==> config.mk <==
export PLATFORM = sky130hd
export DESIGN_NAME = demux13_buf
export DESIGN_NICKNAME = d
export VERILOG_FILES = /design/src/rtl/demux13_buf.sv
export SDC_FILE = /design/constraint.sdc
export NUM_CORES = 1
export LEC_CHECK = 0
export BUFFER_PORTS_ARGS = -buffer_cell sky130_fd_sc_hd__clkbuf_2
export CAP_MARGIN = 20
export CELL_PAD_IN_SITES_DETAIL_PLACEMENT = 1
export CELL_PAD_IN_SITES_GLOBAL_PLACEMENT = 1
export CORE_MARGIN = 3
export CORE_UTILIZATION = 43
export CTS_CLUSTER_SIZE = 12
export DETAILED_ROUTE_END_ITERATION = 8
export HOLD_SLACK_MARGIN = 0.12
export PLACE_DENSITY = 0.89
export SETUP_SLACK_MARGIN = 0.3
export SYNTH_ARGS = -nofsm -noshare
export SYNTH_HDL_FRONTEND = slang
export SYNTH_SLANG_ARGS = --single-unit
export TNS_END_PERCENT = 30
==> constraint.sdc <==
create_clock -name clk -period 2.5 [get_ports clk]
set_clock_uncertainty 0.1 [all_clocks]
set_input_delay 0.5 -clock clk [delete_from_list [all_inputs] [get_ports clk]]
set_output_delay 0.5 -clock clk [all_outputs]
set_load 0.05 [all_outputs]
==> src/rtl/demux13_buf.sv <==
// demux13_buf: steers one upstream word per handshake to channel a, b or c, each with a one-entry slot.
// A cntrl of 11 discards the word and bumps a saturating drop counter.
module demux13_buf #(
    parameter int N  = 32,
    parameter int CW = 8
) (
    input  logic          clk,
    input  logic          rst_n,
    input  logic          in_valid,
    output logic          in_ready,
    input  logic [N-1:0]  in_data,
    input  logic [1:0]    in_cntrl,
    output logic          out_a_valid,
    input  logic          out_a_ready,
    output logic [N-1:0]  out_a_data,
    output logic          out_b_valid,
    input  logic          out_b_ready,
    output logic [N-1:0]  out_b_data,
    output logic          out_c_valid,
    input  logic          out_c_ready,
    output logic [N-1:0]  out_c_data,
    output logic [CW-1:0] drop_cnt,
    output logic          drop_pulse
);
    logic [2:0]   v;
    logic [2:0]   r;
    logic [N-1:0] d [3];
    logic [3:0]   vq;
    logic [3:0]   rq;
    logic         xfer;
    logic         disc;

    assign r  = {out_c_ready, out_b_ready, out_a_ready};
    // The discard lane behaves as an always-empty, always-ready slot.
    assign vq = {1'b0, v};
    assign rq = {1'b1, r};
    assign in_ready = ~vq[in_cntrl] | rq[in_cntrl];
    assign xfer = in_valid & in_ready;
    assign disc = xfer & (in_cntrl == 2'b11);

    for (genvar g = 0; g < 3; g++) begin : g_ch
        logic fill;
        logic drain;
        assign fill  = xfer & (in_cntrl == 2'(g));
        assign drain = v[g] & r[g];
        always_ff @(posedge clk or negedge rst_n) begin
            if (!rst_n) begin
                v[g] <= 1'b0;
                d[g] <= '0;
            end else begin
                v[g] <= fill | (v[g] & ~drain);
                if (fill) d[g] <= in_data;
            end
        end
    end

    always_ff @(posedge clk or negedge rst_n) begin
        if (!rst_n) begin
            drop_cnt   <= '0;
            drop_pulse <= 1'b0;
        end else begin
            drop_pulse <= disc;
            if (disc && drop_cnt != '1) drop_cnt <= drop_cnt + 1'b1;
        end
    end

    assign out_a_valid = v[0];
    assign out_b_valid = v[1];
    assign out_c_valid = v[2];
    assign out_a_data  = d[0];
    assign out_b_data  = d[1];
    assign out_c_data  = d[2];
endmodule

==> impl_metrics.toml <==
[global_route]
grt_antenna_before_repair = 0
grt_overflow = 0
grt_pass1_wl_um = 16700
grt_pass1_vias = 3093
grt.total_usage_pct = 18.9
grt_max_degree = 58

[critical_path]
required_ns = 1.90
crit_family = "flip-flops"
max_stage_delay_ns = 0.41
crit_chain = "nand2b_1 -> mux2i_1 -> o21ai_1 -> clkbuf_2"
cp.arrival_ns = 1.45
startpoint_type = "flop"
crit_buf_inv = 1
path_class = "flop to primary output"
worstPathMaxFanout = 3
reg2reg_slack_ns = 0.60
slowest_stage = "dfrtp_1"
reg2reg_depth = 4
cp.depth = 4
critPathCaptureType = "primary output"

[sta]
final-hold-violation-count = 0
drv_slew = 0
tightest_slew_ns = 0.430
setup_tns_ns = 0
rsz0062_at_grt = "false"
slew_headroom_pct = 71.3
max_freq_mhz = 488
setup_viol = 0
setup_ws_ns = 0.449
period_share_pct = 82.0
period_needed_ns = 2.05

[hold_path]
hold_path_class = "input port to flop"
hold_depth = 2

[synth]
syn-num-nets = 302
ys.warnings.count = 0
synthCells = 261
ys_types = 27
yosysTopAreaCell = "dfrtp_1"
seq_area_frac_synth_pct = 64.4
avgSynthCellArea_um2 = 16.1
synth_top_cell_area_share_pct = 64.4
synth.top_cells.by_area = "dfrtp_1 64%, mux2_2 26%, buf_6 1.6%, mux2_1 0.81%, a41oi_1 0.63%"
synthesis.area_um2 = 4190
synth-seq-cells = 108

[drt]
viasPerCell = 5.02
detail_route.wl_per_cell_um = 18.2
num_vias = 2768
drt_iter0_markers = 53
totalWireLength_um = 10000
final_antenna_net_count = 0
first_pass_iters = 4
drc_errors = 0

[final_layout]
drive_above_1_share_pct = 64.0
num-nets-final = 458
seq_area_um2 = 2700
diodes = 0
multi_input_area_um2 = 1390
fillers = 1000
instances_no_fill = 551
final_common_cell = "clkbuf_2"
fin_util_pct = 56.3
final_cell_mix = "147 x clkbuf_2, 108 x dfrtp_1, 95 x mux2_2, 11 x clkbuf_8, 8 x buf_4"
syn2layout_area_growth_pct = 25.9
final_area_um2 = 5280

[clock_tree]
clockBufferDepth = 2
cts_tree = "done"
h-tree-depth = 3
insertion_delay_ns = 0.35
cts_buffers = 9
post_cts_resized = 0
cts_setup_buffers = 0
cts.sinks = 108
path_clk_slew_ns = 0.11
root_buffer = "clkbuf_8"

[power]
power-per-cell-area_nw_per_um2 = 1090
vdd_drop_max_mv = 0.527
leakage_nw = 2.58

[place]
io_buffers = 148
pre_cts_ws_ns = 0.599
hpwl_um = 7630
gp_congestion = 0.788
place_area_um2 = 5070
dpl.cell_count = 534

[floorplanning]
die_y_um = 105
ioPinCount = 149
dieArea_um2 = 11000
core_area_um2 = 9370
fp.dieW_um = 105
row_count = 35
start_util_pct = 44.8

[outcome]
status = "complete, no violations"

[run]
drv_cap = 0
## routing by layer
metal / wire (um) / global-route usage (%)
met1: 4060 / 22.3
met2: 5390 / 35.2
met3: 497 / 3.77
met4: 82 / 4.50
met5: 0 / 0
## flip-flops by register name (all words and copies together), names as in the netlist
register / count
out_b_valid: 1
out_a_data: 32
out_b_data: 32
out_a_valid: 1
drop_pulse: 1
out_c_data: 32
drop_cnt: 8
out_c_valid: 1
## worst reg2reg max path: cells and delay by family, from the launching register on
kind	cells	cell delay, ns
AOI/OAI and AO/OA	1	0.38
and+or+nand+nor	1	0.19
adders and majority gates	1	0.31
muxes	1	0.38
DFF	1	0.44
## through the flow
step | power, mW | hold WS, ns
after CTS | 5.81 | 0.276
after detailed placement | 4.78 | 0.375
after floorplan | 4.12 | 0.104
after global routing | 6.02 | 0.274
after global placement | 4.68 | 0.368
final | 5.74 | 0.297
## cell usage after synthesis
master and count:
and4_1 1, nand4_1 3, o21ai_0 4, mux2_2 95, buf_4 1, nand2b_1 3, a211oi_1 1, buf_6 6
nand3b_1 1, xor2_1 2, inv_1 2, buf_2 5, nor4_1 1, and3_1 2, dfrtp_1 108, mux2_1 3
mux2i_1 2, a21oi_1 3, nand2_1 6, ha_1 1, nor2b_2 1, nand3_1 3, nor3b_4 1, o211a_1 1
a41oi_1 3, xnor2_1 1, nor3_1 1
## repair_timing
| item | CTS | global route |
|---|---|---|
| endpoints found under the setup margin | 0 | 0 |
| endpoints found under the hold margin | 30 | 0 |
| hold buffers | 1 | 0 |
## area by class of cell
| cell class | instances | share of cell area [%] |
|---|---|---|
| sequential | 108 | 51.2 |
| multi-input combinational | 139 | 26.2 |
| timing repair buffer | 157 | 15.6 |
| tap | 129 | 3.06 |
| clock buffer | 11 | 2.87 |
| clock inverter | 5 | 0.853 |
| inverter | 2 | 0.142 |
## power breakdown
part	internal, mW	leakage (nW)	switching (mW)
combinational	0.576	1.19	1.76
sequential	2.12	1.29	0.259
clock	0.430	0.0976	0.602
## final timing paths
| kind | start | end |
|---|---|---|
| worst max register to register | drop_cnt[0] | drop_cnt[1] |
| worst min-delay path | in_data[26] | out_c_data[26] |
| max in group asynchronous | rst_n | out_c_data[24] |
| worst max-delay path | out_c_valid | in_ready |
| worst min register to register | out_c_data[6] | out_c_data[6] |
| min in group asynchronous | rst_n | out_c_data[10] |
## kinds of logic (layout without fill, tap and decap cells)
| logic type | after synthesis | after routing | synth area share [%] |
|---|---|---|---|
| AOI/OAI and AO/OA | 12 | 12 | 1.88 |
| xor gates and xnor gates | 3 | 3 | 0.627 |
| adders and majority gates | 1 | 1 | 0.298 |
| buffers and inverters | 14 | 175 | 2.57 |
| DFF | 108 | 108 | 64.4 |
| muxes | 100 | 100 | 26.8 |
| and+or+nand+nor | 23 | 23 | 3.40 |
(Power assumes the default switching activity.)
